===== src/rtl/uart_rx_fifo_if.sv =====
// uart_rx_fifo_if
// Receive-side stream between the UART receiver FIFO and its consumer.
// A word moves when valid_o and ready_i are both high on a clock edge.
// The receiver drives the master modport and the consumer drives the slave modport.
//   data_o       head entry data, 0 when the FIFO is empty
//   valid_o      FIFO not empty
//   ready_i      consumer accepts the head entry
//   parity_err_o head entry parity error
//   frame_err_o  head entry framing error
interface uart_rx_fifo_if #(
  parameter int DATA_BITS = 8
);
  logic [DATA_BITS-1:0] data_o;
  logic                 valid_o;
  logic                 ready_i;
  logic                 parity_err_o;
  logic                 frame_err_o;

  modport master (
    output data_o, valid_o, parity_err_o, frame_err_o,
    input  ready_i
  );

  modport slave (
    input  data_o, valid_o, parity_err_o, frame_err_o,
    output ready_i
  );
endinterface


===== src/rtl/uart_rx_fifo.sv =====
// uart_rx_fifo
// UART receiver with a first-word-fall-through receive FIFO.
// The receiver has configurable data width, parity and stop bits.
// Each stored entry carries the data word and its parity and framing error flags.
// Optional build macro UART_RX_MAJORITY_EN: each bit is decided by a 2-of-3 vote
// over the samples at counts mid-1, mid and mid+1. Without the macro, one sample
// is taken at mid.
// Ports:
//   clk_i     system clock
//   nreset_i  asynchronous active-low reset
//   rx_i      asynchronous serial line, idle high
//   stream    uart_rx_fifo_if master: data_o/valid_o/ready_i/parity_err_o/frame_err_o
//   overrun_o one-cycle pulse when a completed frame is dropped because the FIFO is full
//   level_o   current FIFO occupancy
module uart_rx_fifo #(
  parameter int CLK_PER_BIT = 10416,
  parameter int DATA_BITS   = 8,
  parameter int PARITY      = 0,
  parameter int STOP_BITS   = 1,
  parameter int FIFO_DEPTH  = 4
) (
  input  logic                          clk_i,
  input  logic                          nreset_i,
  input  logic                          rx_i,
  uart_rx_fifo_if.master                stream,
  output logic                          overrun_o,
  output logic [$clog2(FIFO_DEPTH):0]   level_o
);

  localparam int CW  = $clog2(CLK_PER_BIT);
  localparam int AW  = $clog2(FIFO_DEPTH);
  localparam int MID = CLK_PER_BIT / 2;
`ifdef UART_RX_MAJORITY_EN
  localparam int START_POS = MID + 1;
`else
  localparam int START_POS = MID;
`endif
  localparam logic [CW-1:0] START_CNT = CW'(START_POS);
  localparam logic [CW-1:0] BIT_CNT   = CW'(CLK_PER_BIT - 1);
  localparam logic [3:0]    LAST_DATA = 4'(DATA_BITS - 1);
  localparam logic          LAST_STOP = 1'(STOP_BITS - 1);
  localparam logic [AW:0]   FULL_LVL  = (AW+1)'(FIFO_DEPTH);

  typedef enum logic [2:0] {
    S_IDLE, S_START, S_DATA, S_PARITY, S_STOP, S_STORE
  } state_t;

  state_t               state;
  logic                 sync1, sync2, primed, armed;
  logic                 sample_bit;
  logic [CW-1:0]        cnt;
  logic [3:0]           bit_idx;
  logic                 stop_idx;
  logic [DATA_BITS-1:0] shreg;
  logic                 par_err, frm_err;
  logic                 bit_tick;

  logic [DATA_BITS+1:0] mem [FIFO_DEPTH];
  logic [AW-1:0]        wptr, rptr;
  logic [AW:0]          count;
  logic                 valid, full, pop, push, store;
  logic [DATA_BITS+1:0] head;

  // primed blocks arming on the first edge after reset, when sync1 still holds
  // its reset value rather than a real sample of the line.
  always_ff @(posedge clk_i or negedge nreset_i) begin
    if (!nreset_i) begin
      sync1  <= 1'b1;
      sync2  <= 1'b1;
      primed <= 1'b0;
    end else begin
      sync1  <= rx_i;
      sync2  <= sync1;
      primed <= 1'b1;
    end
  end

`ifdef UART_RX_MAJORITY_EN
  logic hist0, hist1;

  // Keeps the two previous synchronized samples so a bit decision at count n
  // can vote over counts n-2, n-1 and n.
  always_ff @(posedge clk_i or negedge nreset_i) begin
    if (!nreset_i) begin
      hist0 <= 1'b1;
      hist1 <= 1'b1;
    end else begin
      hist0 <= sync2;
      hist1 <= hist0;
    end
  end

  assign sample_bit = (hist1 & hist0) | (hist1 & sync2) | (hist0 & sync2);
`else
  assign sample_bit = sync2;
`endif

  assign bit_tick = (cnt == BIT_CNT);

  // Receive FSM. A start is accepted only while armed, i.e. once the line has
  // been seen high since reset or since a frame that ended with a low stop bit.
  always_ff @(posedge clk_i or negedge nreset_i) begin
    if (!nreset_i) begin
      state    <= S_IDLE;
      cnt      <= '0;
      bit_idx  <= '0;
      stop_idx <= 1'b0;
      shreg    <= '0;
      par_err  <= 1'b0;
      frm_err  <= 1'b0;
      armed    <= 1'b0;
    end else begin
      if (primed && sync1 && sync2)
        armed <= 1'b1;
      else if (state == S_STORE && frm_err)
        armed <= 1'b0;

      case (state)
        S_IDLE: begin
          cnt <= '0;
          if (armed && !sync2) state <= S_START;
        end
        S_START: begin
          if (cnt == START_CNT) begin
            cnt <= '0;
            if (sample_bit) begin
              state <= S_IDLE;
            end else begin
              state    <= S_DATA;
              bit_idx  <= '0;
              stop_idx <= 1'b0;
              par_err  <= 1'b0;
              frm_err  <= 1'b0;
            end
          end else begin
            cnt <= cnt + 1'b1;
          end
        end
        S_DATA: begin
          if (bit_tick) begin
            cnt     <= '0;
            shreg   <= {sample_bit, shreg[DATA_BITS-1:1]};
            bit_idx <= bit_idx + 4'd1;
            if (bit_idx == LAST_DATA)
              state <= (PARITY == 0) ? S_STOP : S_PARITY;
          end else begin
            cnt <= cnt + 1'b1;
          end
        end
        S_PARITY: begin
          if (bit_tick) begin
            cnt     <= '0;
            par_err <= sample_bit != ((PARITY == 2) ? ^shreg : ~^shreg);
            state   <= S_STOP;
          end else begin
            cnt <= cnt + 1'b1;
          end
        end
        S_STOP: begin
          if (bit_tick) begin
            cnt      <= '0;
            stop_idx <= ~stop_idx;
            if (!sample_bit) frm_err <= 1'b1;
            if (stop_idx == LAST_STOP) state <= S_STORE;
          end else begin
            cnt <= cnt + 1'b1;
          end
        end
        S_STORE: begin
          state <= S_IDLE;
        end
        default: state <= S_IDLE;
      endcase
    end
  end

  // A full FIFO still accepts the new frame when the head is popped in the same cycle.
  assign store     = (state == S_STORE);
  assign valid     = (count != '0);
  assign full      = (count == FULL_LVL);
  assign pop       = valid && stream.ready_i;
  assign push      = store && (!full || pop);
  assign overrun_o = store && full && !pop;

  always_ff @(posedge clk_i or negedge nreset_i) begin
    if (!nreset_i) begin
      wptr  <= '0;
      rptr  <= '0;
      count <= '0;
    end else begin
      if (push) wptr <= wptr + 1'b1;
      if (pop)  rptr <= rptr + 1'b1;
      case ({push, pop})
        2'b10:   count <= count + 1'b1;
        2'b01:   count <= count - 1'b1;
        default: count <= count;
      endcase
    end
  end

  always_ff @(posedge clk_i) begin
    if (push) mem[wptr] <= {frm_err, par_err, shreg};
  end

  assign head                = mem[rptr];
  assign stream.valid_o      = valid;
  assign stream.data_o       = valid ? head[DATA_BITS-1:0] : '0;
  assign stream.parity_err_o = valid & head[DATA_BITS];
  assign stream.frame_err_o  = valid & head[DATA_BITS+1];
  assign level_o             = count;

endmodule

===== src/flat_wrapper.sv =====
// flat-port wrapper written by rule: the top's interface ports become plain ports
module uart_rx_fifo_flat 
#(
  parameter int CLK_PER_BIT = 10416,
  parameter int DATA_BITS   = 8,
  parameter int PARITY      = 0,
  parameter int STOP_BITS   = 1,
  parameter int FIFO_DEPTH  = 4
)
  (clk_i, nreset_i, rx_i, overrun_o, level_o, stream_data_o, stream_valid_o, stream_parity_err_o, stream_frame_err_o, stream_ready_i);
  uart_rx_fifo_if #(.DATA_BITS(DATA_BITS)) stream_i ();
  input  logic clk_i;
  input  logic nreset_i;
  input  logic rx_i;
  output logic overrun_o;
  output logic [$clog2(FIFO_DEPTH):0] level_o;
  output wire logic [$bits(stream_i.data_o)-1:0] stream_data_o;
  output wire logic [$bits(stream_i.valid_o)-1:0] stream_valid_o;
  output wire logic [$bits(stream_i.parity_err_o)-1:0] stream_parity_err_o;
  output wire logic [$bits(stream_i.frame_err_o)-1:0] stream_frame_err_o;
  input wire logic [$bits(stream_i.ready_i)-1:0] stream_ready_i;
  assign stream_data_o = stream_i.data_o;
  assign stream_valid_o = stream_i.valid_o;
  assign stream_parity_err_o = stream_i.parity_err_o;
  assign stream_frame_err_o = stream_i.frame_err_o;
  assign stream_i.ready_i = stream_ready_i;
  uart_rx_fifo #(.CLK_PER_BIT(CLK_PER_BIT), .DATA_BITS(DATA_BITS), .PARITY(PARITY), .STOP_BITS(STOP_BITS), .FIFO_DEPTH(FIFO_DEPTH)) u_core (.clk_i(clk_i), .nreset_i(nreset_i), .rx_i(rx_i), .stream(stream_i), .overrun_o(overrun_o), .level_o(level_o));
endmodule

===== config.mk =====
export PLATFORM = sky130hd
export DESIGN_NAME = uart_rx_fifo_flat
export DESIGN_NICKNAME = d
export VERILOG_FILES = /design/src/rtl/uart_rx_fifo_if.sv /design/src/rtl/uart_rx_fifo.sv /design/src/flat_wrapper.sv
export SDC_FILE = /design/constraint.sdc
export NUM_CORES = 1
export LEC_CHECK = 0
export BUFFER_PORTS_ARGS = -buffer_cell sky130_fd_sc_hd__buf_2
export CAP_MARGIN = 20
export CORE_UTILIZATION = 39
export CTS_BUF_LIST = sky130_fd_sc_hd__clkbuf_4 sky130_fd_sc_hd__clkbuf_8
export DETAILED_ROUTE_END_ITERATION = 8
export PLACE_DENSITY_LB_ADDON = 0.1
export SLEW_MARGIN = 20
export SYNTH_ARGS = -nofsm -noshare
export SYNTH_HDL_FRONTEND = slang
export SYNTH_SLANG_ARGS = --single-unit

===== constraint.sdc =====
create_clock -name clk_i -period 2.7 [get_ports clk_i]
set_input_delay 0.27 -clock clk_i [delete_from_list [all_inputs] [get_ports clk_i]]
set_output_delay 0.27 -clock clk_i [all_outputs]
set_load 0.02 [all_outputs]

Yosys cells after proc, flatten, opt, wreduce, memory -nomap -nowiden
Memories as Yosys holds them, arrays and structs flattened.
Index checks and enable logic that the tools add are counted.
Word-level totals
  register bits: 43
  latch bits: 0
  bits in writable memories: 40
  ROM bits: 0
  bits of input ports: 4
  output and inout bits: 15
  logic and storage cells: 104
  memories kept: 1
Memories
  u_core.mem: depth 4, bits a word 10, rd ports 1, clocked after Yosys merged registers in 0, wr ports 1, line uart_rx_fifo.sv:58  | logic [DATA_BITS+1:0] mem [FIFO_DEPTH];
Operators by class
  add/subtract/negate cells: 6
  multipliers: 0
  div/mod/pow operators: 0
  order comparisons: 0
  equal/unequal tests: 21
  shift-type cells: 0
  mux-type cells: 31
  bitwise logic cells: 3
  reduce and logical (&&, ||, !) cells: 28
Operators by type and width (count)
  case mux 14 bit (3 select lines): 1
  two-way mux 14 bit: 2
  two-way mux 3 bit: 7
  case mux 3 bit (5 select lines): 1
  adder 14 x 1 -> 14 bit, second input constant: 1
  == test 14 x 13 -> 1 bit, second input constant: 1
  == test 14 bit, second input constant: 1
  two-way mux 4 bit: 3
  != test 2 x 1 -> 1 bit, second input constant: 6
  AND reduction 4 bit: 3
  two-way mux 1 bit: 10
  nonzero test 2 bit: 5
  == test 3 bit, second input constant: 3
  logical AND 1 bit: 8
  two-way mux 8 bit: 1
  case mux 4 bit (2 select lines): 1
  XNOR reduction 8 bit: 1
  AND reduction 7 bit: 1
  == test 3 x 2 -> 1 bit, second input constant: 2
  != test 2 bit, second input constant: 3
  case mux 1 bit (2 select lines): 3
  case mux 3 bit (2 select lines): 1
  nonzero test 3 bit: 2
  AND reduction 5 bit: 1
  other kinds (17): 21

Depth between registers and ports, before layout
Gate-level depths: netlist of run 1.
  depth after elaboration: 6
  mapped depth: 9
  mapped depth without buffers: 7

Least setup slack after synthesis of run 1
OpenSTA, ideal clock, no wires.
  path kind: register -> register
  start point: register u_core.count[1] (netlist: u_core.level_o[1])
  end point: register u_core.count[2] (netlist: u_core.level_o[2])
  setup time: 0.137 ns
  arrival: 2.240 ns
  data required time: 2.563 ns
  slack: 0.323 ns
  cell stages (with the launch flop): 8
  path buffers: 1
  clock period less this slack: 2.377 ns
  cell sequence: dfrtp_1 -> or3_1 -> clkbuf_1 -> nand3_1 -> fa_1 -> or3_1 -> a31oi_1 -> o41ai_1
Between the ends
  word-level cells in the longest chain between the ends: 6
  elaborated cells on any way between the ends: 12
  those cells by class: add/sub (2); eq/ne (3); mux (1); reduce/logical (6)
Ends and longest elaborated chain
  start: declaration: line uart_rx_fifo.sv:60  | logic [AW:0] count;
  start signal: assignment: line uart_rx_fifo.sv:194  | 2'b10: count <= count + 1'b1;
  start signal: assignment: line uart_rx_fifo.sv:195  | 2'b01: count <= count - 1'b1;
  start signal: assignment: line uart_rx_fifo.sv:196  | default: count <= count;
  nonzero test 3 bit *: line uart_rx_fifo.sv:179  | assign valid = (count != '0);
  via stream_valid_o: line flat_wrapper.sv:18  | output wire logic [$bits(stream_i.valid_o)-1:0] stream_valid_o;
  logical AND 1 bit *: line uart_rx_fifo.sv:181  | assign pop = valid && stream.ready_i;
  logical OR 1 bit: line uart_rx_fifo.sv:182  | assign push = store && (!full || pop);
  logical AND 1 bit: line uart_rx_fifo.sv:182
  == test 2 x 1 -> 1 bit or == test 2 bit (tied branches): line uart_rx_fifo.sv:193  | case ({push, pop})
  case mux 3 bit (2 select lines) or nonzero test 2 bit (tied branches)
Mark *: on every way through the listed nets, which the timed path passes. The rest lies on a longest branch.
A chain may end at the register's enable or synchronous reset.

Final worst setup path of run 1
  start point: register u_core.cnt[4]
  end point: register u_core.shreg[5]
Between the ends
  word-level cells in the longest chain between the ends: 2
Ends and longest elaborated chain
  start: declaration: line uart_rx_fifo.sv:51  | logic [CW-1:0] cnt;
  start signal: assignment: line uart_rx_fifo.sv:136  | cnt <= cnt + 1'b1;
  start signal: assignment: line uart_rx_fifo.sv:147  | cnt <= cnt + 1'b1;
  start signal: assignment: line uart_rx_fifo.sv:156  | cnt <= cnt + 1'b1;
  == test 14 bit: line uart_rx_fifo.sv:98  | assign bit_tick = (cnt == BIT_CNT);
  AND reduction 2 bit (no line)
  end signal: assignment: line uart_rx_fifo.sv:142  | shreg <= {sample_bit, shreg[DATA_BITS-1:1]};
  end: declaration: line uart_rx_fifo.sv:54  | logic [DATA_BITS-1:0] shreg;
Every way passes these cells.

==> results of run 1 <==
[logic make-up after synthesis]
logic type                 count (synthesis)  synth area share
other                                      1          0.000964
muxes                                     19            0.0904
AOI/OAI and AO/OA                         49            0.0778
adders and majority gates                  8            0.0277
xor gates and xnor gates                  18            0.0405
buffers and inverters                     23            0.0286
DFF                                       83             0.586
and+or+nand+nor                          106             0.148
[flip-flops by register name (all words and copies together), names as in the netlist]
register	cells
u_core.mem	40
u_core.cnt	14
u_core.shreg	8
u_core.bit_idx	4
u_core.level_o	3
u_core.state	3
u_core.rptr	2
u_core.wptr	2
u_core.armed	1
u_core.frm_err	1
u_core.par_err	1
u_core.primed	1
u_core.sample_bit	1
u_core.stop_idx	1
u_core.sync1	1
[worst max-delay path: stages (launching register included)]
cell	delay (ps)
dfrtp_1	470
or4b_4	580
nor4_4	300
buf_4	220
nand2_2	210
mux2_4	360
[routing by layer]
layer / vias to the layer above / GRT usage / wire length (um)
met1: 1163 / 0.190 / 3370
met4: 0 / 0.0593 / 79
met5: - / 0 / 0
li1: 1168 / - / -
met3: 5 / 0.0369 / 164
met2: 22 / 0.240 / 3360
[metrics by stage]
| step | power, W | setup WS [ps] | std cells |
|---|---|---|---|
| after floorplan | 0.00205 | 323 | 307 |
| after global placement | 0.00222 | 507 | 454 |
| after detailed placement | 0.00223 | 484 | 454 |
| after CTS | 0.00307 | 464 | 471 |
| after global routing | 0.00322 | 405 | 471 |
| final | 0.00303 | 460 | 471 |
[synth_stat cells, drive strengths merged]
cell type and count:
or3b 1, nor2b 3, nand3b 1, o21a 1
or4b 1, mux4 10, dfstp 2, ha 7
o41ai 1, o2111ai 1, nand4b 2, nor3 4
a211o 1, or4 1, nand4bb 1, and2 17
a41oi 4, a22oi 2, or3 4, nor4b 1
o31ai 1, a211oi 1, nor2 17, nand2b 3
and3 3, buf 6, mux2 8, a31oi 12
nand3 17, nor4 2, edfxtp 40, conb 1
a21oi 9, xor2 3, nand2 27, inv 8
xnor2 15, o32ai 1, o21ai 15, fa 1
or2 1, mux2i 1, clkbuf 9, dfrtp 41
[layout make-up]
cell class	count	area, sq um
clock inverter	7	57.6
inverter	8	30.0
sequential	83	2280
timing repair buffer	30	183
multi-input combinational	201	1510
clock buffer	9	124
fill	923	5380
tap	133	166
[worst paths after layout]
path / endpoint / slack [ps] / depth (start not counted)
min in group clk_i: u_core.rptr[0] / 260 / 3
worst max-delay path: u_core.shreg[5] / 460 / 5
worst max register to register: u_core.shreg[5] / 460 / 5
worst min register to register: u_core.sample_bit / 370 / 0
worst min-delay path: u_core.level_o[1] / 70 / 1
max in group asynchronous: u_core.primed / 2040 / 1
[report_power, final]
group	total [W]	switching (W)	leakage, nW	internal, W
clock	0.000839	0.000490	0.0902	0.000349
combinational	0.000607	0.000336	0.731	0.000271
sequential	0.00158	0.000176	1.03	0.00141
[repair_timing]
item | 4_1_cts | 5_1_grt
setup endpoints to repair | 0 | 0
hold buffers | 1 | 0
endpoints found under the hold margin | 1 | 0
==> flow_summary.ini, run 1 <==
[run_status]
outcome = complete, no violations

[critical_path]
endpoint_kind = flop
worstSetupPathType = flop to flop
cp_data_arrival_time_ps = 2480
cp_max_fo = 11
start_kind = flop
r2r_start = u_core.cnt[4]
startpoint = u_core.cnt[4]
crit_required_ps = 2940

[clock_network]
ctsResizeCount = 0
clk_pin_slew_ps = 90
clockBufferDepth = 2
post-cts-setup-buffers = 0
root_buffer = clkbuf_8
cts_tree = done
clock_latency_ps = 350
numClockSinks = 83
htree_num_levels = 3
cts_made_buffers = 9

[synth]
synthTopCellsByArea = edfxtp_1 31%, dfrtp_1 26%, mux4_2 5.8%, xnor2_1 3.4%, and2_1 2.7%
ys_seq_area_frac = 0.586
ys_ff_latch = 83
avgSynthCellArea_sq_um = 12.7
synth_cells = 307
yosys_warnings = 0
ys_types = 49
synth_top_area_frac = 0.309
synth_area_sq_um = 3890
synth_area_leader_cell = edfxtp_1
synthesis.nets = 319

[global_route]
antenna_found_initial = 0
grt_pass1_vias = 2269
grt_pass1_wl_mm = 11.4
globalRouteTotalUtil = 0.147
grt_overflow_total = 0
grt_max_degree = 44

[floorplan]
io_pins = 19
rows = 36
die_w_um = 102
core_area_sq_um = 9730
initial_core_util = 0.400
fp.dieH_um = 102
die_area_sq_um = 10400

[cells_and_area]
utilization = 0.447
final_nets = 345
layout-drive-gt1-share = 0.210
final_cell_area_sq_um = 4350
final_cell_mix = 41 x dfrtp_1, 40 x edfxtp_1, 26 x nand2_1
areaGrowthSynthToFinish_pct = 11.7
layout_commonest_cell = dfrtp_1
antenna_cells = 0

[drt]
post_drt_via_cell_ratio = 5.01
dr.pass1.iters = 4
drt-total-wl_mm = 6.98
wl_per_cell_um = 14.8
drt_iter0_drc = 43
vias = 2358
drtAntennaViolNets = 0
drc = 0

[timing]
fin_worst_skew_ps = 7.42
worst_slew_pin_slew_ps = 965
finalHoldViolations = 0
finalSetupViolations = 0
setup_tns_ps = 0
fmax_mhz = 446
slew_headroom = 0.357
post-route-period-util = 0.830
whs_ps = 70.8
min_period_ps = 2240
rsz0062_at_grt = no
drv_slew = 0

[hold_path]
hp-class = input pin to async pin

[place]
post_dp_cell_area_sq_um = 4160
place_congestion = 0.770
numPortBuffers = 18
place_hpwl_mm = 4.61

[job]
maxCapViolCount = 0

[power_and_ir_drop]
peakVddDrop_v = 0.000310
p_leak_nw = 1.85
power.density_nw_per_um2 = 697
(Power assumes the default switching activity.)
==> inputs of run 2 (changes only) <==
--- a/config.mk
+++ b/config.mk
@@ -5,6 +5,7 @@
 export SDC_FILE = /design/constraint.sdc
 export NUM_CORES = 1
 export LEC_CHECK = 0
+export ABC_AREA = 1
 export BUFFER_PORTS_ARGS = -buffer_cell sky130_fd_sc_hd__buf_2
 export CAP_MARGIN = 20
 export CORE_UTILIZATION = 39
==> constraint.sdc (replaced) <==
create_clock -name clk_i -period 2 [get_ports clk_i]
set_input_delay 0.2 -clock clk_i [delete_from_list [all_inputs] [get_ports clk_i]]
set_output_delay 0.2 -clock clk_i [all_outputs]
set_load 0.02 [all_outputs]
==> run 2 against run 1 <==
Net effect: synthesized cell count is 49% higher; critical endpoint is now stream_data_o[6]; highest routed layer unchanged; sequential power grew 20%; first-iteration DRC count grew to 3.2 times the previous value; cell area increased by 6.7%; total power up 20%; hold slack improved by 170 ps; largest cell class unchanged; setup slack lost 310 ps; utilization grew 1.9 points; clock power is 39% higher.
==> flow_summary.ini, run 2 <==
[synth]
synthTopCellsByArea = edfxtp_1 29%, dfrtp_1 25%, nand2_1 8.8%, nor2_1 7.9%, inv_1 4.4%
postSynth.asyncResetShare = 0.518
synthesis.nets = 469
synth_area_leader_cell = edfxtp_1
synth_cells = 457
ys_types = 38
synth_area_sq_um = 4080
ys_top_cells_by_count = 96 x nand2_1, 86 x nor2_1, 48 x inv_1, 41 x dfrtp_1, 40 x edfxtp_1
synthFlopType = dfrtp_1
synth_edf_count = 40
ys_seq_area_frac = 0.558
synth_top_area_frac = 0.294
avgSynthCellArea_sq_um = 8.93
synth.most_common_cell = nand2_1
yosys_warnings = 0
ys_ff_latch = 83

[timing]
slew_headroom = 0.656
finalSetupViolations = 0
fin_worst_skew_ps = 9.19
min_period_ps = 1850
finalHoldViolations = 0
worst_slew_pin_slew_ps = 517
drv_slew = 0
post-route-period-util = 0.923
whs_ps = 245
fmax_mhz = 542

[job]
maxCapViolCount = 0

[power_and_ir_drop]
power.density_nw_per_um2 = 784
finalPower_w = 0.00364
p_leak_nw = 2.12
peakVddDrop_v = 0.000289

[cells_and_area]
layout-drive-gt1-share = 0.151
utilization = 0.466
antenna_cells = 0
final_nets = 505
areaGrowthSynthToFinish_pct = 13.6
nFillCells = 978
seq_area_sq_um = 2280
final_cell_area_sq_um = 4640
layout_commonest_cell = nand2_1
top_register = u_core.mem
top_regs = u_core.mem: 40 flops, u_core.cnt: 14 flops, u_core.shreg: 8 flops
stdcell_count = 631
multi_input_area_sq_um = 1550
final_cell_mix = 96 x nand2_1, 86 x nor2_1, 47 x inv_1
largest_register_ff_count = 40

[floorplan]
rows = 36
fp.dieH_um = 104
die_area_sq_um = 10900
initial_core_util = 0.410
core_area_sq_um = 9950
die_w_um = 104
io_pins = 19

[clock_network]
root_buffer = clkbuf_8
clock_latency_ps = 360
clockBufferDepth = 2
cts_made_buffers = 9
htree_num_levels = 3
numClockSinks = 83
cts_tree = done
clk_pin_slew_ps = 90

[critical_path]
crit_required_ps = 1800
start_kind = flop
startpoint = u_core.rptr[0]
r2r_start = u_core.state[2]
cp_data_arrival_time_ps = 1650
cp_max_fo = 11
worstSetupPathType = flop to output port
endpoint_kind = output port

[hold_path]
holdCritStartpoint = stream_ready_i
hp-class = input pin to flop

[place]
place_hpwl_mm = 5.64
numPortBuffers = 18
post_dp_cell_area_sq_um = 4370
placed_cells = 609
place_congestion = 0.834

[run_status]
outcome = complete, no violations

[drt]
post_drt_via_cell_ratio = 4.74
drtAntennaViolNets = 0
drc = 0
drt-total-wl_mm = 8.03
dr.pass1.iters = 5
drt_iter0_drc = 139
vias = 2988
wl_per_cell_um = 12.7

[global_route]
grt_pass1_wl_mm = 13.9
grt_overflow_total = 0
grt_max_degree = 23
globalRouteTotalUtil = 0.163
antenna_found_initial = 0
grt_pass1_vias = 2909
run 2: worst max-delay path, cell delays in order, from the launching register on:
cell and delay, ps:
dfrtp_1 440, clkinvlp_4 190, buf_4 200, o21ai_0 200
a21oi_1 100, buf_2 160
run 2: metal layers:
metal / GRT usage / up-vias / part of all wire
met5: 0 / - / 0
met4: 0.0582 / 0 / 0.011
met3: 0.0370 / 8 / 0.038
met2: 0.255 / 60 / 0.46
met1: 0.221 / 1377 / 0.49
li1: - / 1543 / -
run 2: what timing repair did:
item,4_1_cts,5_1_grt
resized for setup,1,5
buffers inserted,0,4
hold endpoints to repair,20,0
pin swaps,0,1
endpoints found under the setup margin,1,6
hold buffers,2,0
gates cloned,0,0
run 2: cells by family after synthesis:
family,Yosys count,synth area share
buffers and inverters,65,0.0631
flip-flops,83,0.558
other,1,0.000919
adder cells (fa/ha/maj),8,0.0264
XOR/XNOR,11,0.0236
AO/OA/AOI/OAI,57,0.0714
AND/OR/NAND/NOR,231,0.251
multiplexers,1,0.00552
run 2: through the flow:
| stage | setup slack, ps | TNS, ps |
|---|---|---|
| 6_report | 155 | 0 |
| 5_1_grt | -2.14 | -2.14 |
| 4_1_cts | 62.6 | 0 |
| 3_5_place_dp | 247 | 0 |
| 3_3_place_gp | 283 | 0 |
| 2_1_floorplan | 251 | 0 |
run 2: cell type report:
type                       instances  area share
sequential                        83       0.491
multi-input combinational        309       0.333
inverter                          58      0.0494
timing repair buffer              32      0.0485
tap                              133      0.0359
clock buffer                       9      0.0267
clock inverter                     7      0.0151
run 2: path summary, 6_finish.rpt:
check	to	slack, ps	cells after the start
worst min register to register	u_core.sample_bit	370	0
max in group asynchronous	u_core.frm_err	1160	3
worst max register to register	u_core.cnt[4]	250	7
worst max-delay path	stream_data_o[6]	150	5
worst min-delay path	u_core.rptr[0]	240	5
min in group asynchronous	u_core.cnt[10]	340	2
run 2: power by group:
group          leakage (nW)  switching [W]  total, W  internal (W)
clock network        0.0955       0.000687   0.00117      0.000485
registers              1.03      0.0000664   0.00190       0.00184
logic                 0.997       0.000375  0.000563      0.000188
